File: config.mk
export PLATFORM = sky130hd
export DESIGN_NAME = banner_row_reader
export DESIGN_NICKNAME = d
export VERILOG_FILES = /design/src/rtl/banner_pkg.sv /design/src/rtl/banner_bit_sel.sv /design/src/rtl/banner_row_reader.sv
export SDC_FILE = /design/constraint.sdc
export NUM_CORES = 2
export LEC_CHECK = 0
export ABC_CLOCK_PERIOD_IN_PS = 4600
export CAP_MARGIN = 20
export CORE_AREA = 2 2 576 578
export DETAILED_ROUTE_END_ITERATION = 6
export DIE_AREA = 0 0 578 580
export GPL_ROUTABILITY_DRIVEN = 0
export PLACE_DENSITY_LB_ADDON = 0.15
export SYNTH_ARGS = -nofsm -noshare
export SYNTH_HDL_FRONTEND = slang
export SYNTH_SLANG_ARGS = --single-unit
File: constraint.sdc
create_clock -name clk -period 4.6 [get_ports clk]
set_input_delay 0.92 -clock clk [delete_from_list [all_inputs] [get_ports clk]]
set_output_delay 0.92 -clock clk [all_outputs]
set_load 0.01 [all_outputs]
File: src/rtl/banner_pkg.sv
// Shared constants and FSM encoding for the banner bitmap row reader.
package banner_pkg;

  localparam int unsigned ROW_BITS_D    = 1440;
  localparam int unsigned ROW_FIRST_D   = 1;
  localparam int unsigned ROW_LAST_D    = 39;
  localparam int unsigned WINDOW_D      = 640;
  localparam int unsigned SCROLL_STEP_D = 4;

  // Column index and scroll offset share one width (0..ROW_BITS-1).
  localparam int unsigned COL_W   = 11;
  localparam int unsigned ADDR_W  = 6;
  localparam int unsigned PIX_X_W = 10;

  typedef enum logic [1:0] {
    ST_IDLE   = 2'd0,
    ST_FETCH  = 2'd1,
    ST_STREAM = 2'd2,
    ST_DONE   = 2'd3
  } state_t;

endpackage

File: src/rtl/banner_bit_sel.sv
// Combinational ROW_BITS:1 pixel selector; column 0 is the row MSB.
module banner_bit_sel
  import banner_pkg::*;
#(
  parameter int unsigned ROW_BITS = ROW_BITS_D
) (
  input  logic [ROW_BITS-1:0] i_row,
  input  logic [COL_W-1:0]    i_col,
  output logic                o_bit_c
);

  localparam logic [ROW_BITS-1:0] MSB_ONE = {1'b1, {(ROW_BITS-1){1'b0}}};

  logic [ROW_BITS-1:0] w_shift;

  // Shifting the selected column up to the MSB keeps the index width-agnostic.
  assign w_shift = i_row << i_col;
  assign o_bit_c = |(w_shift & MSB_ONE);

endmodule

File: src/rtl/banner_row_reader.sv
// Walks the banner ROM rows and streams a scrolled WINDOW-wide slice of each row as pixels.
module banner_row_reader
  import banner_pkg::*;
#(
  parameter int unsigned ROW_BITS    = ROW_BITS_D,
  parameter int unsigned ROW_FIRST   = ROW_FIRST_D,
  parameter int unsigned ROW_LAST    = ROW_LAST_D,
  parameter int unsigned WINDOW      = WINDOW_D,
  parameter int unsigned SCROLL_STEP = SCROLL_STEP_D
) (
  input  logic                clk,
  input  logic                rst_n,
  input  logic                start,
  input  logic                scroll_en,
  output logic [ADDR_W-1:0]   adder,
  input  logic [ROW_BITS-1:0] data,
  output logic                pix_valid,
  input  logic                pix_ready,
  output logic                pix_bit,
  output logic [PIX_X_W-1:0]  pix_x,
  output logic [ADDR_W-1:0]   pix_y,
  output logic                busy,
  output logic                frame_done
);

  localparam logic [COL_W-1:0]   COL_LAST   = COL_W'(ROW_BITS - 1);
  localparam logic [ADDR_W-1:0]  ADDR_FIRST = ADDR_W'(ROW_FIRST);
  localparam logic [ADDR_W-1:0]  ADDR_LAST  = ADDR_W'(ROW_LAST);
  localparam logic [PIX_X_W-1:0] X_LAST     = PIX_X_W'(WINDOW - 1);
  localparam logic [COL_W:0]     OFF_STEP   = (COL_W+1)'(SCROLL_STEP);
  localparam logic [COL_W:0]     OFF_MOD    = (COL_W+1)'(ROW_BITS);

  state_t                r_state,       w_state_nxt;
  logic [ADDR_W-1:0]     r_adder,       w_adder_nxt;
  logic [ROW_BITS-1:0]   r_row_buf,     w_row_buf_nxt;
  logic [COL_W-1:0]      r_col,         w_col_nxt;
  logic [COL_W-1:0]      r_offset,      w_offset_nxt;
  logic                  r_pix_valid,   w_pix_valid_nxt;
  logic [PIX_X_W-1:0]    r_pix_x,       w_pix_x_nxt;
  logic                  r_pix_bit,     w_pix_bit_nxt;
  logic                  r_busy,        w_busy_nxt;
  logic                  r_frame_done,  w_frame_done_nxt;

  logic                  w_xfer;
  logic [COL_W:0]        w_off_sum;
  logic [COL_W-1:0]      w_off_wrap;

  assign w_xfer     = r_pix_valid & pix_ready;
  assign w_off_sum  = {1'b0, r_offset} + OFF_STEP;
  assign w_off_wrap = (w_off_sum >= OFF_MOD) ? COL_W'(w_off_sum - OFF_MOD) : COL_W'(w_off_sum);

  // Pixel is selected from the next-cycle row/column so pix_bit can be registered.
  banner_bit_sel #(
    .ROW_BITS (ROW_BITS)
  ) u_bit_sel (
    .i_row   (w_row_buf_nxt),
    .i_col   (w_col_nxt),
    .o_bit_c (w_pix_bit_nxt)
  );

  always_ff @(posedge clk or negedge rst_n) begin
    if (!rst_n) begin
      r_state      <= ST_IDLE;
      r_adder      <= '0;
      r_row_buf    <= '0;
      r_col        <= '0;
      r_offset     <= '0;
      r_pix_valid  <= 1'b0;
      r_pix_x      <= '0;
      r_pix_bit    <= 1'b0;
      r_busy       <= 1'b0;
      r_frame_done <= 1'b0;
    end else begin
      r_state      <= w_state_nxt;
      r_adder      <= w_adder_nxt;
      r_row_buf    <= w_row_buf_nxt;
      r_col        <= w_col_nxt;
      r_offset     <= w_offset_nxt;
      r_pix_valid  <= w_pix_valid_nxt;
      r_pix_x      <= w_pix_x_nxt;
      r_pix_bit    <= w_pix_bit_nxt;
      r_busy       <= w_busy_nxt;
      r_frame_done <= w_frame_done_nxt;
    end
  end

  always_comb begin
    w_state_nxt     = r_state;
    w_adder_nxt     = r_adder;
    w_row_buf_nxt   = r_row_buf;
    w_col_nxt       = r_col;
    w_offset_nxt    = r_offset;
    w_pix_valid_nxt = r_pix_valid;
    w_pix_x_nxt     = r_pix_x;

    case (r_state)
      ST_IDLE: begin
        if (start) begin
          w_state_nxt = ST_FETCH;
          w_adder_nxt = ADDR_FIRST;
        end
      end
      ST_FETCH: begin
        w_row_buf_nxt   = data;
        w_col_nxt       = r_offset;
        w_pix_x_nxt     = '0;
        w_pix_valid_nxt = 1'b1;
        w_state_nxt     = ST_STREAM;
      end
      ST_STREAM: begin
        if (w_xfer) begin
          w_pix_x_nxt = r_pix_x + 1'b1;
          w_col_nxt   = (r_col == COL_LAST) ? '0 : r_col + 1'b1;
          // Last column of the window closes the row.
          if (r_pix_x == X_LAST) begin
            w_pix_valid_nxt = 1'b0;
            if (r_adder != ADDR_LAST) begin
              w_adder_nxt = r_adder + 1'b1;
              w_state_nxt = ST_FETCH;
            end else begin
              w_state_nxt = ST_DONE;
            end
          end
        end
      end
      ST_DONE: begin
        w_state_nxt = ST_IDLE;
        if (scroll_en) begin
          w_offset_nxt = w_off_wrap;
        end
      end
      default: begin
        w_state_nxt = ST_IDLE;
      end
    endcase

    w_busy_nxt       = (w_state_nxt != ST_IDLE);
    w_frame_done_nxt = (w_state_nxt == ST_DONE);
  end

  assign adder      = r_adder;
  assign pix_y      = r_adder;
  assign pix_valid  = r_pix_valid;
  assign pix_bit    = r_pix_bit;
  assign pix_x      = r_pix_x;
  assign busy       = r_busy;
  assign frame_done = r_frame_done;

endmodule

==> results.tsv <==
stage	metric	value	unit
die	die_h	580	um
setup_path	crit_slowest_cell	nor4_1	
detailed_routing	drt_iter0_markers	3045	
global_route	grt_first_pass_wirelength	541.6	mm
cts	path_clk_slew	0.06	ns
cts	h-tree-depth	4	
setup_path	r2r_end	pix_bit	
setup_path	critical_path_depth	17	
finish	regArea	37090	um^2
logic_synthesis	avgSynthCellArea	12.88	um^2
placed_design	hpwl	334.4	mm
setup_path	crit_type	reg -> reg	
die	dieArea	335200	um^2
setup_path	critPathCaptureType	flop	
die	rows	211	
finish	multi_input_area	31330	um^2
setup_path	critical_path.top_delay_family	buffers and inverters	
global_route	grt_pass1_vias	59340	
sta	hold_viol	1	
detailed_routing	routed_wirelength	411.6	mm
setup_path	required	5.39	ns
setup_path	cp-start-kind	flop	
finish	final_layout_size_suffix_gt1_share	34.95	%
cts	ctsLongestPathBuffers	4	
detailed_routing	wire_per_inst	33.95	um
finish	final_cell_mix	dfrtp_1 (1482), clkdlybuf4s50_1 (1469), mux2_2 (1453)	
global_route	grt_use_total	23.86	%
sta	fin_crit_sh	100.0	%
logic_synthesis	synth-edff-count	0	
cts	cts_inserted_buffers	191	
setup_path	path_cells	inv_1 > buf_4 > ha_4 > buf_12 > buf_12 > buf_4 > mux2_2 > mux2i_1 > a22o_1 > nand3b_1 > nor4_1 > nor3b_1 > buf_4 > and4b_1 > nand4bb_1 > buf_4 > o32a_1	
setup_path	cp-endpoint	pix_bit	
setup_path	startpoint	r_state[1]	
power	p_leak	0.04436	uW
detailed_routing	drc	0	
global_route	grt.busiest_layer	met2	
die	initial_core_util	21.33	%
logic_synthesis	netlist_area	70210	um^2
setup_path	reg2regPathDepth	17	
sta	tightest_slew	1.068	ns
global_route	antenna_found_initial	316	
setup_path	cp.arrival	5.39	ns
logic_synthesis	synth.distinct_cells	93	
power	worst_ir_drop_vdd	0.3501	mV
die	io_pins	1471	
logic_synthesis	netlist_instances	5452	
setup_path	timing.rr.start	r_state[1]	
logic_synthesis	yosysWarnings	0	
sta	holdWs	-0.007682	ns
global_route	overflow	0	
detailed_routing	ant_nets	0	
global_route	grt.met3_usage	6.077	%
finish	final_nets	8978	
setup_path	reg2reg_slack	-0.001	ns
detailed_routing	firstDrtPassIters	5	
finish	fillers	33351	
cts	cts_hold_buf	0	
global_route	use_met1	28.61	%
global_route	met2_usage	41.09	%
hold_path	hold_path_class	in -> async	
finish	fin_cells	12125	
setup_path	path_max_fanout	38	
die	die_width	578	um
logic_synthesis	synthFlopType	dfrtp_1	
detailed_routing	vias_per_cell	4.580	
setup_path	cpMostUsedCell	buf_4	
logic_synthesis	async_flop_share	100.0	%
placed_design	dp.cells	11690	
setup_path	slowest_delay	0.79	ns
logic_synthesis	ys_ff_latch	1482	
global_route	grt_max_degree	125	
cts	clock_sinks	1482	
sta	rsz0062_at_grt	false	
finish	final_common_cell	dfrtp_1	
logic_synthesis	syn_nets	6907	
logic_synthesis	seq_area_frac_synth	52.82	%
sta	fin_crit	4.601	ns
finish	syn2layout_area_growth	47.15	%
sta	fin_ws	-0.001091	ns
cts	clkLatencyLatePin	0.89	ns
setup_path	critPathBufInv	7	
sta	maxSlewViolCount	0	
sta	finalClockSkew	0.06361	ns
sta	slew_headroom	28.80	%
detailed_routing	num_vias	55528	
status	violations	hold timing, setup timing	
cts	cts_tree	built	
status	status	finished, violations left	
power	powerDensity	762.7	nW/um^2
cts	cts_root_buffer	clkbuf_16	
die	core_area	329200	um^2
sta	max_clock_freq	0.2173	GHz
flow_run	maxCapViolations	0	
placed_design	port_buffers	1470	
sta	setup_violations	1	
-- kinds of logic (layout without fill, tap and decap cells) --
family	count (synthesis)	after routing	synth area share (%)
fa+ha+maj	10	10	0.1782
simple gates	988	988	6.656
compound gates	552	552	5.806
flops	1482	1482	52.82
other cells	0	99	0
buf+inv	423	2631	3.199
xor+xnor	21	21	0.2620
mux	1976	1976	31.08
-- flip-flops by register name, summed over array words and instances (netlist names) --
signal / cells
adder: 6
busy: 1
frame_done: 1
pix_bit: 1
pix_valid: 1
pix_x: 10
r_col: 11
r_offset: 9
r_row_buf: 1440
r_state: 2
-- timing repair --
item / CTS / global route
buffers inserted: 5 / 0
gates cloned: 0 / 1
setup endpoints to repair: 1 / 1
gates resized for setup: 29 / 13
pin swaps: 1 / 1
-- synth_stat cells (52+ instances only) --
| library cell | instances | share of area [%] |
|---|---|---|
| nor2_1 | 418 | 2.2 |
| a22oi_1 | 52 | 0.56 |
| dfrtp_1 | 1482 | 53 |
| nor3_1 | 194 | 1.4 |
| a21oi_1 | 115 | 0.82 |
| nand2_1 | 132 | 0.71 |
| mux2_2 | 1454 | 23 |
| buf_2 | 262 | 1.9 |
| mux2i_1 | 504 | 7.2 |
| buf_4 | 54 | 0.58 |
| or3_1 | 67 | 0.60 |
| o21ai_0 | 64 | 0.46 |
-- per-stage QoR --
stage / TNS (ns) / total power (uW) / util, % / worst slack (ns) / area (um^2)
final: -0.001091 / 78800 / 31.38 / -0.001091 / 103300
after global routing: 0 / 82880 / 31.34 / 0.01443 / 103200
after CTS: 0 / 79810 / 31.28 / 0.01280 / 103000
after detailed placement: -1.001 / 63680 / 29.31 / -1.001 / 96490
after global placement: -1.023 / 63350 / 29.31 / -1.023 / 96490
after floorplan: 0 / 43480 / - / 0.6073 / 70210
-- per-layer routing --
layer  wire, um  part of all wire (%)  vias to the layer above
li1           -                     -                    24132
met1     166200                    40                    28474
met2     202000                    49                     2026
met3      27290                   6.6                      768
met4      15300                   3.7                      128
met5        806                  0.20                        -
-- cell type report --
class	instances	share of cell area [%]
diodes	99	0.2398
clock buffers	282	5.483
clock inverters	48	0.6164
inverters	19	0.1090
multi-input cells	3547	30.32
flip-flops and latches	1482	35.89
well taps	4366	5.287
repair buffers	2282	22.05
-- where the power goes --
group / internal [uW] / switching (uW) / total (uW)
registers: 19700 / 1630 / 21300
logic: 19300 / 22800 / 42100
clock network: 9100 / 6350 / 15500
total: 48000 / 30800 / 78800
-- how the worst min path moves through the flow --
stage,to,slack (ns)
floorplan,r_row_buf[953],0.47
global placement,r_row_buf[50],0.48
detailed placement,r_row_buf[959],0.48
CTS,r_row_buf[93],0.02
global route,r_row_buf[93],0.04
finish,r_row_buf[93],-0.008
Note: power is estimated with default switching activity, not from simulation.
